$ cat src/rtl/rom_load_sched_pkg.sv
// rtl/rom_load_sched_pkg.sv - region map, FSM states and reference checksums for the ROM loader
package dk3_load_pkg;

  typedef enum logic [2:0] {
    RG_MAIN   = 3'd0,
    RG_SUB1   = 3'd1,
    RG_SUB2   = 3'd2,
    RG_TILE   = 3'd3,
    RG_SPRITE = 3'd4,
    RG_PROM   = 3'd5
  } region_t;

  typedef enum logic [2:0] {IDLE, LOAD, DRAIN, HOLD, RUN} state_t;

  localparam int NUM_REGIONS = 6;

  localparam logic [24:0] REGION_BASE [NUM_REGIONS] =
    '{25'h0000, 25'h6000, 25'h8000, 25'hA000, 25'hC000, 25'hE000};
  localparam logic [24:0] REGION_SIZE [NUM_REGIONS] =
    '{25'h6000, 25'h2000, 25'h2000, 25'h2000, 25'h2000, 25'h0400};

  // Modulo-256 byte sums of a known-good image, one per region.
  localparam logic [7:0] EXP_CHKSUM [NUM_REGIONS] =
    '{8'h3C, 8'hA7, 8'h51, 8'hE2, 8'h9D, 8'h0F};

  typedef struct packed {
    logic        hit;
    region_t     region;
    logic [15:0] offset;
  } map_hit_t;

  // Linear download address -> region code and region-relative offset.
  function automatic map_hit_t map_decode(input logic [24:0] addr);
    map_hit_t   r;
    logic [2:0] code;
    r = '0;
    for (int i = 0; i < NUM_REGIONS; i++) begin
      code = 3'(i);
      if (addr >= REGION_BASE[i] && addr < REGION_BASE[i] + REGION_SIZE[i]) begin
        r.hit    = 1'b1;
        r.region = region_t'(code);
        r.offset = 16'(addr - REGION_BASE[i]);
      end
    end
    return r;
  endfunction

endpackage

$ cat src/rtl/rom_load_sched_if.sv
// rtl/rom_load_sched_if.sv - shared valid/ready write port toward the ROM targets
interface rom_load_sched_if;
  import dk3_load_pkg::*;

  logic        wr_valid;
  logic        wr_ready;
  region_t     wr_region;
  logic [15:0] wr_addr;
  logic [7:0]  wr_data;

  modport master (output wr_valid, output wr_region, output wr_addr, output wr_data,
                  input wr_ready);
  modport slave  (input wr_valid, input wr_region, input wr_addr, input wr_data,
                  output wr_ready);
endinterface

$ cat src/rtl/rom_load_sched_load_fifo.sv
// rtl/rom_load_sched_load_fifo.sv - small byte FIFO with look-ahead of the next head entry
module load_fifo #(
  parameter int DEPTH = 4,
  parameter int WIDTH = 27
) (
  input  logic                       clk_sys,
  input  logic                       reset,
  input  logic                       push,
  input  logic                       pop,
  input  logic [WIDTH-1:0]           din,
  output logic [$clog2(DEPTH):0]     count,
  output logic [WIDTH-1:0]           head_next,
  output logic                       nonempty_next
);
  localparam int AW = $clog2(DEPTH);
  localparam int CW = AW + 1;

  logic [WIDTH-1:0] mem [DEPTH];
  logic [AW-1:0]    wr_ptr, rd_ptr, rd_idx;
  logic [CW-1:0]    count_next, remain;

  // storage write; contents need no reset because count gates every read
  always_ff @(posedge clk_sys) begin
    if (push) mem[wr_ptr] <= din;
  end

  // pointer and occupancy update
  always_ff @(posedge clk_sys) begin
    if (reset) begin
      wr_ptr <= '0;
      rd_ptr <= '0;
      count  <= '0;
    end else begin
      if (push) wr_ptr <= wr_ptr + AW'(1);
      if (pop)  rd_ptr <= rd_ptr + AW'(1);
      count <= count_next;
    end
  end

  // entry that will sit at the head after this edge, bypassing din when the FIFO runs dry
  always_comb begin
    count_next = count;
    case ({push, pop})
      2'b10:   count_next = count + CW'(1);
      2'b01:   count_next = count - CW'(1);
      default: count_next = count;
    endcase
    rd_idx        = pop ? rd_ptr + AW'(1) : rd_ptr;
    remain        = pop ? count - CW'(1) : count;
    head_next     = (remain == '0) ? din : mem[rd_idx];
    nonempty_next = (count_next != '0);
  end

  a_no_overflow: assert property (@(posedge clk_sys) disable iff (reset)
    !(push && count == CW'(DEPTH)));
  a_no_underflow: assert property (@(posedge clk_sys) disable iff (reset)
    !(pop && count == '0));

endmodule

$ cat src/rtl/rom_load_sched.sv
// rtl/rom_load_sched.sv - ioctl download sequencer and core reset owner; ROM_LOAD_CHKSUM_EN adds per-region checksums
module rom_load_sched
  import dk3_load_pkg::*;
#(
  parameter int FIFO_DEPTH  = 4,
  parameter int HOLD_CYCLES = 1024,
  parameter int DIP_BYTES   = 8
) (
  input  logic                   clk_sys,
  input  logic                   reset,
  input  logic                   ioctl_download,
  input  logic                   ioctl_wr,
  input  logic [24:0]            ioctl_addr,
  input  logic [7:0]             ioctl_dout,
  input  logic [7:0]             ioctl_index,
  output logic                   ioctl_wait,
  rom_load_sched_if.master       wport,
  output logic [8*DIP_BYTES-1:0] dip_sw,
  output logic                   core_reset,
  output logic                   load_done,
  output logic                   load_err
`ifdef ROM_LOAD_CHKSUM_EN
  ,
  output logic [8*NUM_REGIONS-1:0] chksum
`endif
);
  localparam int CW = $clog2(FIFO_DEPTH) + 1;
  localparam int HW = (HOLD_CYCLES > 1) ? $clog2(HOLD_CYCLES) : 1;
  localparam logic [HW-1:0] HOLD_LOAD = HW'(HOLD_CYCLES - 1);

  state_t        state, state_next;
  logic          download_q;
  logic [HW-1:0] hold_cnt;
  map_hit_t      map;
  logic          is_rom, push, pop, dl_rise, out_of_map, chk_fail;
  logic          nonempty_next;
  logic [CW-1:0] fifo_count;
  logic [26:0]   head_next;

  assign map        = map_decode(ioctl_addr);
  assign is_rom     = (ioctl_index == 8'd0);
  assign push       = ioctl_wr & is_rom & map.hit;
  assign out_of_map = ioctl_wr & is_rom & ~map.hit;
  assign pop        = wport.wr_valid & wport.wr_ready;
  assign dl_rise    = ioctl_download & ~download_q & is_rom;
  assign ioctl_wait = (fifo_count >= CW'(FIFO_DEPTH - 1));

  load_fifo #(.DEPTH(FIFO_DEPTH), .WIDTH(27)) u_fifo (
    .clk_sys       (clk_sys),
    .reset         (reset),
    .push          (push),
    .pop           (pop),
    .din           ({map.region, map.offset, ioctl_dout}),
    .count         (fifo_count),
    .head_next     (head_next),
    .nonempty_next (nonempty_next)
  );

  // FSM state register plus download edge tracking
  always_ff @(posedge clk_sys) begin
    if (reset) begin
      state      <= IDLE;
      download_q <= 1'b0;
    end else begin
      state      <= state_next;
      download_q <= ioctl_download;
    end
  end

  // next state; DRAIN leaves on the edge that retires the last queued byte
  always_comb begin
    state_next = state;
    case (state)
      IDLE:    if (dl_rise) state_next = LOAD;
      LOAD:    if (!ioctl_download) state_next = DRAIN;
      DRAIN:   if (!nonempty_next) state_next = HOLD;
      HOLD:    if (hold_cnt == '0) state_next = RUN;
      RUN:     if (dl_rise) state_next = LOAD;
      default: state_next = IDLE;
    endcase
  end

  // the core only runs once an image is in place and has settled
  always_comb begin
    core_reset = (state != RUN);
    load_done  = (state == RUN);
  end

  // settle counter, armed on entry to HOLD
  always_ff @(posedge clk_sys) begin
    if (reset)                                     hold_cnt <= '0;
    else if (state != HOLD && state_next == HOLD) hold_cnt <= HOLD_LOAD;
    else if (state == HOLD && hold_cnt != '0)     hold_cnt <= hold_cnt - HW'(1);
  end

  // output stage: present the next head whenever the current beat is absent or accepted
  always_ff @(posedge clk_sys) begin
    if (reset) begin
      wport.wr_valid  <= 1'b0;
      wport.wr_region <= RG_MAIN;
      wport.wr_addr   <= '0;
      wport.wr_data   <= '0;
    end else if (!wport.wr_valid || wport.wr_ready) begin
      wport.wr_valid <= nonempty_next;
      if (nonempty_next) begin
        wport.wr_region <= region_t'(head_next[26:24]);
        wport.wr_addr   <= head_next[23:8];
        wport.wr_data   <= head_next[7:0];
      end
    end
  end

  // DIP bank bytes land directly, never through the FIFO
  always_ff @(posedge clk_sys) begin
    if (reset) begin
      dip_sw <= '1;
    end else if (ioctl_wr && ioctl_index == 8'd254) begin
      for (int n = 0; n < DIP_BYTES; n++)
        if (ioctl_addr == 25'(n)) dip_sw[8*n +: 8] <= ioctl_dout;
    end
  end

`ifdef ROM_LOAD_CHKSUM_EN
  logic [NUM_REGIONS-1:0][7:0] sum_q;
  logic                        sum_bad;

  // per-region running sum of retired bytes, restarted for each new load
  always_ff @(posedge clk_sys) begin
    if (reset || (state != LOAD && state_next == LOAD)) sum_q <= '0;
    else if (pop) sum_q[wport.wr_region] <= sum_q[wport.wr_region] + wport.wr_data;
  end

  // any region disagreeing with its reference sum
  always_comb begin
    sum_bad = 1'b0;
    for (int i = 0; i < NUM_REGIONS; i++)
      if (sum_q[i] != EXP_CHKSUM[i]) sum_bad = 1'b1;
  end

  assign chksum   = sum_q;
  assign chk_fail = (state == HOLD) && (hold_cnt == HOLD_LOAD) && sum_bad;
`else
  assign chk_fail = 1'b0;
`endif

  // sticky error, cleared only by reset
  always_ff @(posedge clk_sys) begin
    if (reset)                      load_err <= 1'b0;
    else if (out_of_map || chk_fail) load_err <= 1'b1;
  end

endmodule

$ cat src/flat_wrapper.sv
// flat-port wrapper written by rule: the top's interface ports become plain ports
module rom_load_sched_flat import dk3_load_pkg::*;
#(
  parameter int FIFO_DEPTH  = 4,
  parameter int HOLD_CYCLES = 1024,
  parameter int DIP_BYTES   = 8
)
  (clk_sys, reset, ioctl_download, ioctl_wr, ioctl_addr, ioctl_dout, ioctl_index, ioctl_wait, dip_sw, core_reset, load_done, load_err, wport_wr_valid, wport_wr_region, wport_wr_addr, wport_wr_data, wport_wr_ready);
  rom_load_sched_if wport_i ();
  input  logic clk_sys;
  input  logic reset;
  input  logic ioctl_download;
  input  logic ioctl_wr;
  input  logic [24:0] ioctl_addr;
  input  logic [7:0] ioctl_dout;
  input  logic [7:0] ioctl_index;
  output logic ioctl_wait;
  output logic [8*DIP_BYTES-1:0] dip_sw;
  output logic core_reset;
  output logic load_done;
  output logic load_err;
  output wire logic [$bits(wport_i.wr_valid)-1:0] wport_wr_valid;
  output wire logic [$bits(wport_i.wr_region)-1:0] wport_wr_region;
  output wire logic [$bits(wport_i.wr_addr)-1:0] wport_wr_addr;
  output wire logic [$bits(wport_i.wr_data)-1:0] wport_wr_data;
  input wire logic [$bits(wport_i.wr_ready)-1:0] wport_wr_ready;
  assign wport_wr_valid = wport_i.wr_valid;
  assign wport_wr_region = wport_i.wr_region;
  assign wport_wr_addr = wport_i.wr_addr;
  assign wport_wr_data = wport_i.wr_data;
  assign wport_i.wr_ready = wport_wr_ready;
  rom_load_sched #(.FIFO_DEPTH(FIFO_DEPTH), .HOLD_CYCLES(HOLD_CYCLES), .DIP_BYTES(DIP_BYTES)) u_core (.clk_sys(clk_sys), .reset(reset), .ioctl_download(ioctl_download), .ioctl_wr(ioctl_wr), .ioctl_addr(ioctl_addr), .ioctl_dout(ioctl_dout), .ioctl_index(ioctl_index), .ioctl_wait(ioctl_wait), .wport(wport_i), .dip_sw(dip_sw), .core_reset(core_reset), .load_done(load_done), .load_err(load_err));
endmodule
$ cat config.mk
export PLATFORM = sky130hd
export DESIGN_NAME = rom_load_sched_flat
export DESIGN_NICKNAME = d
export VERILOG_FILES = /design/src/rtl/rom_load_sched_pkg.sv /design/src/rtl/rom_load_sched_if.sv /design/src/rtl/rom_load_sched_load_fifo.sv /design/src/rtl/rom_load_sched.sv /design/src/flat_wrapper.sv
export SDC_FILE = /design/constraint.sdc
export NUM_CORES = 1
export LEC_CHECK = 0
export ABC_AREA = 0
export BUFFER_PORTS_ARGS = -buffer_cell sky130_fd_sc_hd__buf_4
export CAP_MARGIN = 20
export CORE_MARGIN = 1.5
export CORE_UTILIZATION = 55
export CTS_CLUSTER_SIZE = 24
export DETAILED_ROUTE_END_ITERATION = 10
export PLACE_DENSITY = 0.79
export SLEW_MARGIN = 25
export SYNTH_ARGS = -nofsm -noshare
export SYNTH_HDL_FRONTEND = slang
export SYNTH_SLANG_ARGS = --single-unit
$ cat constraint.sdc
create_clock -name clk_sys -period 4.3 [get_ports clk_sys]
set_input_delay 0.645 -clock clk_sys [delete_from_list [all_inputs] [get_ports clk_sys]]
set_output_delay 0.645 -clock clk_sys [all_outputs]
set_load 0.005 [all_outputs]
==> Word level (Yosys, flattened, before mapping) <==
Memories as Yosys holds them, arrays and structs flattened.
Index checks and enable logic that the tools add are counted.
W data, S select, Z words.
{ "op_classes": {"addsub": 10, "order_cmp": 13, "n_eq_ne": 17, "muxes": 19, "n_bitwise": 8, "n_reduce_logical": 29} }
{ "ops": {"columns": ["cell", "count"], "rows": [
  ["$lt A25 B16 Y1 const B", 5],
  ["$mux W20", 6],
  ["$eq A25 B3 Y1 const B", 4],
  ["$ge A25 B16 Y1 const B", 4],
  ["$sub A16 B16 Y16 const B", 4],
  ["$eq A25 B2 Y1 const B", 2],
  ["$mux W27", 1],
  ["$eq A25 B1 Y1 const B", 1],
  ["$ge A25 B1 Y1 const B", 1],
  ["$ge A25 B15 Y1 const B", 1],
  ["$logic_not A25 Y1", 1],
  ["$lt A25 B15 Y1 const B", 1],
  ["$mux W10", 2],
  ["$reduce_and A2 Y1", 9],
  ["$sub A16 B15 Y16 const B", 1],
  ["$mux W3", 5],
  ["$pmux W3 S4", 1],
  ["$logic_not A10 Y1", 1],
  ["$reduce_bool A10 Y1", 1],
  ["$sub A10 B1 Y10 const B", 1],
  ["$eq A3 B2 Y1 const B", 3],
  ["$logic_and A1 B1 Y1", 9],
  ["$eq A8 B8 Y1 const B", 1],
  ["$logic_not A8 Y1", 1],
  ["other kinds (21)", 30]
]} }
{ "totals": {"register_bits": 114, "ram_bits": 108, "input_bits": 46, "memories": 1} }
{ "mem_list": {"columns": ["memory", "words", "width", "rd", "rd_ports_with_merged_regs", "wr", "line", "text"], "rows": [
  ["u_core.u_fifo.mem", 4, 27, 1, 0, 1, "rom_load_sched_load_fifo.sv:18", "logic [WIDTH-1:0] mem [DEPTH];"]
]} }

==> Logic depth before layout (Yosys ltp) <==
{ "depth": {"word_depth": 17, "mapped_depth": 16} }

==> Hierarchy <==
Synthesis repeated with hierarchy kept, for this count alone.
{ "unflattened": {"hier_cells": 909, "area_unflattened_um2": 10282.4} }
{ "by_module_without_submodules": {"columns": ["mod", "n_inst", "cells_each", "area_per_inst_um2", "seq_area_each_um2"], "rows": [
  ["load_fifo", 1, 383, 5666.7, 3383.2],
  ["rom_load_sched", 1, 526, 4615.7, 2142.1]
]} }

==> Least setup slack after synthesis <==
Ideal clock, no wire load.
{ "synth_path": {"path_type": "input-to-reg", "startpoint": "input port ioctl_addr[21]", "endpoint": "register u_core.wport.wr_addr[14]", "setup_ns": 0.091, "t_arrival_ns": 3.734, "setup_slack_ns": 0.475, "stages": 14, "path_cell_list": "nor4_1 -> nand3_1 -> nor2_1 -> and4b_1 -> clkbuf_1 -> inv_1 -> ha_1 -> clkbuf_1 -> o21ai_0 -> a221o_1 -> o21a_1 -> clkbuf_1 -> mux2i_1 -> a311oi_1"} }
{ "synth_via": {"elab_chain_cells": 13, "elab_cells_between_ends": 31, "cone_classes": "order compare: 12; eq/ne: 2; mux: 8; bitwise: 1; reduce/logical: 8"} }
{ "synth_rtl": {"columns": ["item", "line", "text"], "rows": [
  ["from (decl)", "flat_wrapper.sv:14", "input logic [24:0] ioctl_addr;"],
  ["$ge A25 B1 Y1 / $lt A25 B15 Y1 (equally long branches)", "rom_load_sched_pkg.sv:39", "if (addr >= REGION_BASE[i] && addr < REGION_BASE[i] + REGION_SIZE[i]) begin"],
  ["$logic_and A1 B1 Y1", "rom_load_sched_pkg.sv:39", null],
  ["$mux W20 (5 in series)", "rom_load_sched_pkg.sv:39", null],
  ["$mux W20 (*)", "rom_load_sched_pkg.sv:39", null],
  ["$and A1 B1 Y1 (*)", "rom_load_sched.sv:42", "assign push = ioctl_wr & is_rom & map.hit;"],
  ["net u_core.push", "rom_load_sched.sv:35", "logic is_rom, push, pop, dl_rise, out_of_map, chk_fail;"],
  ["$eq A2 B1 Y1 / $eq A2 B2 Y1 (equally long branches)", "rom_load_sched_load_fifo.sv:43", "case ({push, pop})"],
  ["$pmux W3 S2 (*)", "rom_load_sched_load_fifo.sv:43", null],
  ["$reduce_bool A3 Y1 (*)", "rom_load_sched_load_fifo.sv:51", "nonempty_next = (count_next != '0);"],
  ["$reduce_and A2 Y1 (no source line) (*)", null, null],
  ["to (signal assigned)", "rom_load_sched.sv:107", "wport.wr_addr <= head_next[23:8];"],
  ["to (decl)", "rom_load_sched_if.sv:11", "modport master (output wr_valid, output wr_region, output wr_addr, output wr_data,"]
]} }
The timed path passes the listed nets; every way through them passes the cells marked *.
A chain may end at the register's enable or synchronous reset.

==> Final worst setup path <==
{ "layout_path": {"startpoint": "input port ioctl_index[4]", "endpoint": "register u_core.wport.wr_addr[14]"} }
{ "layout_via": {"elab_chain_cells": 7, "elab_cells_between_ends": 8, "cone_classes": "eq/ne: 2; mux: 1; bitwise: 2; reduce/logical: 3"} }
{ "layout_rtl": {"columns": ["item", "line", "text"], "rows": [
  ["from (decl)", "flat_wrapper.sv:16", "input logic [7:0] ioctl_index;"],
  ["$logic_not A8 Y1 (*)", "rom_load_sched.sv:41", "assign is_rom = (ioctl_index == 8'd0);"],
  ["$and A1 B1 Y1 (*) (2 in series)", "rom_load_sched.sv:42", null],
  ["$eq A2 B1 Y1 / $eq A2 B2 Y1 (equally long branches)", "rom_load_sched_load_fifo.sv:43", null],
  ["$pmux W3 S2 (*)", "rom_load_sched_load_fifo.sv:43", null],
  ["$reduce_bool A3 Y1 (*)", "rom_load_sched_load_fifo.sv:51", null],
  ["$reduce_and A2 Y1 (no source line) (*)", null, null]
]} }
Every way passes the cells marked *; elsewhere a longest branch is shown, timed or not.

==> key figures <==
Status
  – Outcome: finished clean

Yosys
  – FF+latch count, synth: between 200 and 250
  – Fraction of registers with async set/reset: 0
  – Synth area leader: edfxtp_1
  – Post-synthesis sequential area ratio: 0.586
  – Synthesized instance count: 777
  – Most used DFF post-synth: dfxtp_1
  – Most common cell in the netlist: dfxtp_1
  – Yosys cell types: 59
  – Yosys Warn Count: 0
  – Top-area cell type share of the netlist area: 0.344
  – Post-synth EDFFs: 108
  – Synthesized area: ~9400 um2
  – Syn avg cell area: between 10 and 15 um2
  – Commonest cells in the synthesized netlist: 114 x dfxtp_1, 108 x edfxtp_1, 64 x a211o_1, 64 x nor2_1, 61 x nand2_1
  – Syn_nets: 840
  – Synth top area cells: edfxtp_1 34%, dfxtp_1 24%, mux4_2 6.4%

Detailed routing
  – Final WL: 21500 um
  – Drt first pass iters: 4
  – DRC: 0
  – Vias: around 6600
  – DRT antenna net count: 0
  – Via density: 5.76
  – DRT iter0 DRCs: 422
  – Routed wire length per instance: 18.8 um

Clocking
  – CTS root buffer: clkbuf_16
  – Clock Latency Late Sink: around 0.5 ns
  – Postcts setup bufs: 0
  – CTS tree: done
  – Clock sink count: 222
  – CTS resizes: 0
  – Clk pin slew, worst setup/hold paths: 0.06 ns
  – Htree depth: 1
  – CTS max path bufs: 3
  – Cts bufs inserted: 23
  – Hold buffers post-CTS: 0

Pwr
  – Internal power: roughly 0.0034 W
  – Combinational Power Share: 0.026
  – Clk pwr share: 0.457
  – Pwr per Cell Area: between 300 and 400 nW/um2
  – Sw frac: 0.202
  – Max VDD drop: 0.318 mV
  – Reg power frac: 0.517
  – Sw Pwr: around 0.00086 W
  – Leak Pwr: a little over 4 nW

Finish
  – Fin nets: approximately 980
  – Ant. Diodes: 0
  – Final design utilization: 0.691
  – Area Growth Syn to Fin: 21.9%
  – Layout cells sized above 1: 0.255
  – Layout Cells excl Fill: 1148

Global routing
  – Largest net degree at the start of global routing: 53
  – Antenna violations before repair: 0
  – Overflow after GRT: 0
  – Vias in the first global route: 6345
  – Gr usage total: 0.236
  – First-pass GRT wire length: between 30000 and 40000 um

Setup path
  – Worst reg2reg endpoint: u_core.wport.wr_addr[14]$_SDFFE_PP0P_
  – Worst flop-to-flop path startpoint: u_core.u_fifo.count[0]$_SDFF_PP0_
  – Levels on crit path: 11
  – CP most frequent cell: o21ai_0
  – Flop2flop setup slack: around 1.6 ns
  – CP Capture Type: register
  – Reg2reg path depth: 8
  – Startpoint Class: input pin
  – Slowest Stage Delay on Critical Path: roughly 0.52 ns
  – Critical path's slowest cell: or4_1
  – Worst setup endpoint: u_core.wport.wr_addr[14]$_SDFFE_PP0P_
  – Worst-path fanout max: 9
  – Arrival time at the worst endpoint: about 3.8 ns
  – CP Class: input pin to register
  – Critical path cell sequence: buf_4 > or4_1 > nor4_1 > and4b_1 > inv_1 > ha_1 > o21ai_0 > a221o_1 > o21ai_0 > nor2_1 > a311oi_1
  – Delay-heaviest family, CP: compound AO/OA/AOI/OAI gates
  – Critical path origin: ioctl_index[4]
  – CP Data Required Time: roughly 4.7 ns
  – Buffers & Inverters on Critical Path: 2

Die
  – Core area: between 15000 and 20000 um2
  – Chip height: around 130 um
  – DIE AREA: roughly 18000 um2
  – IO Count: about 140
  – Site row count: 47
  – Initial core utilization: 0.567
  – Die width: around 130 um

Place
  – RePlAce Congestion: 0.916
  – DP HPWL: roughly 14000 um
  – Cells after DPL: around 1100
  – I/O Buffers: roughly 140

STA
  – Crit share post-route: 0.791
  – RSZ-0062 raised after global routing: no
  – Worst Skew: about 0.012 ns
  – Max_slew headroom: 0.418
  – Pins Over Slew Limit: 0
  – Final setup viols: 0
  – Worst-margin pin slew: approximately 0.86 ns
  – Setup TNS: 0 ns
  – Minimum clock period: 3.40 ns
  – Final Hold Vio Count: 0
  – Max Fclk: between 0.2 and 0.3 GHz

Min path
  – HP Class: input pin to register

Run
  – MaxCap Viol Count: 0
-- how the worst min path moves through the flow --
stage | cells after the start | start | endpoint
after floorplan | 1 | u_core.state[2]$_SDFF_PP0_ | u_core.state[1]$_SDFF_PP0_
final | 2 | ioctl_download | u_core.download_q$_SDFF_PP0_
after global placement | 1 | u_core.dip_sw[4]$_SDFFE_PP1P_ | u_core.dip_sw[4]$_SDFFE_PP1P_
after CTS | 2 | ioctl_download | u_core.download_q$_SDFF_PP0_
after detailed placement | 1 | u_core.dip_sw[0]$_SDFFE_PP1P_ | u_core.dip_sw[0]$_SDFFE_PP1P_
after global routing | 2 | ioctl_download | u_core.download_q$_SDFF_PP0_
-- cells in the final DEF, fill, tap and decap left out, types with 3 or more instances in the layout --
master	count
buf_4	158
dfxtp_1	114
edfxtp_1	108
nor2_1	64
a211o_1	64
nand2_1	61
nor2b_1	59
mux4_2	27
inv_1	25
a311oi_1	23
clkbuf_16	23
a21oi_1	20
and2_1	19
ha_1	17
nand2b_1	12
nor3_1	11
nand3_1	11
clkbuf_8	10
o21ai_0	8
a211oi_1	6
nand4_1	5
xnor2_1	5
xor2_1	5
nor4_1	4
nor4b_1	4
and3_1	4
clkbuf_1	4
or4_1	3
o311ai_0	3
nor3b_1	3
mux2i_1	3
nand3b_1	3
-- routing by layer --
metal | global-route usage | vias to the layer above | share of wire
met1 | 0.299 | 3216 | 0.41
met3 | 0.0529 | 36 | 0.077
met4 | 0.0833 | 0 | 0.027
li1 | - | 3128 | -
met2 | 0.400 | 230 | 0.49
met5 | 0 | - | 0
-- logic make-up (layout without fill, tap and decap cells) --
kind of cell,count (synthesis),in the layout,share of synthesized area
buffers and inverters,75,226,0.0330
xor gates and xnor gates,12,12,0.0119
muxes,30,30,0.0677
and+or+nand+nor,277,277,0.158
adders and majority gates,17,17,0.0226
DFF,222,222,0.586
AOI/OAI and AO/OA,144,144,0.121
-- stage by stage --
stage / hold WS [ns] / power, W / setup WS [ns] / cell area [um2]
global route: 0.416 / 0.00438 / 0.688 / 11500
finish: 0.396 / 0.00426 / 0.900 / 11500
CTS: 0.383 / 0.00429 / 0.931 / 11500
floorplan: 0.440 / 0.00229 / 0.475 / 9430
detailed placement: 0.451 / 0.00236 / 0.501 / 10700
global placement: 0.446 / 0.00236 / 0.576 / 10700
-- power groups by stage --
| stage | logic [W] | clock network (W) | registers [W] |
|---|---|---|---|
| after floorplan | 0.0000466 | 0 | 0.00225 |
| after global placement | 0.000109 | 0 | 0.00225 |
| after detailed placement | 0.000110 | 0 | 0.00225 |
| after CTS | 0.000111 | 0.00198 | 0.00220 |
| after global routing | 0.000120 | 0.00206 | 0.00220 |
| final | 0.000111 | 0.00195 | 0.00220 |
-- sequential cells by signal (all words and copies together), names as in the netlist --
name                    cells
u_core.u_fifo.count         3
u_core.state                3
u_core.wport.wr_data        8
u_core.u_fifo.mem         108
u_core.hold_cnt            10
u_core.dip_sw              64
u_core.u_fifo.wr_ptr        2
u_core.wport.wr_region      3
u_core.wport.wr_valid       1
u_core.wport.wr_addr       16
u_core.u_fifo.rd_ptr        2
u_core.load_err             1
u_core.download_q           1
-- cell type report --
| class | count | area (um2) |
|---|---|---|
| Tap cell | 220 | 275 |
| Clock buffer | 37 | 728 |
| Multi-Input combinational cell | 480 | 3620 |
| Sequential cell | 222 | 5530 |
| Fill cell | 1180 | 5140 |
| Timing Repair Buffer | 160 | 1230 |
| Inverter | 25 | 93.8 |
| Clock inverter | 4 | 30.0 |
No activity file was read; power rests on OpenSTA's default activity.
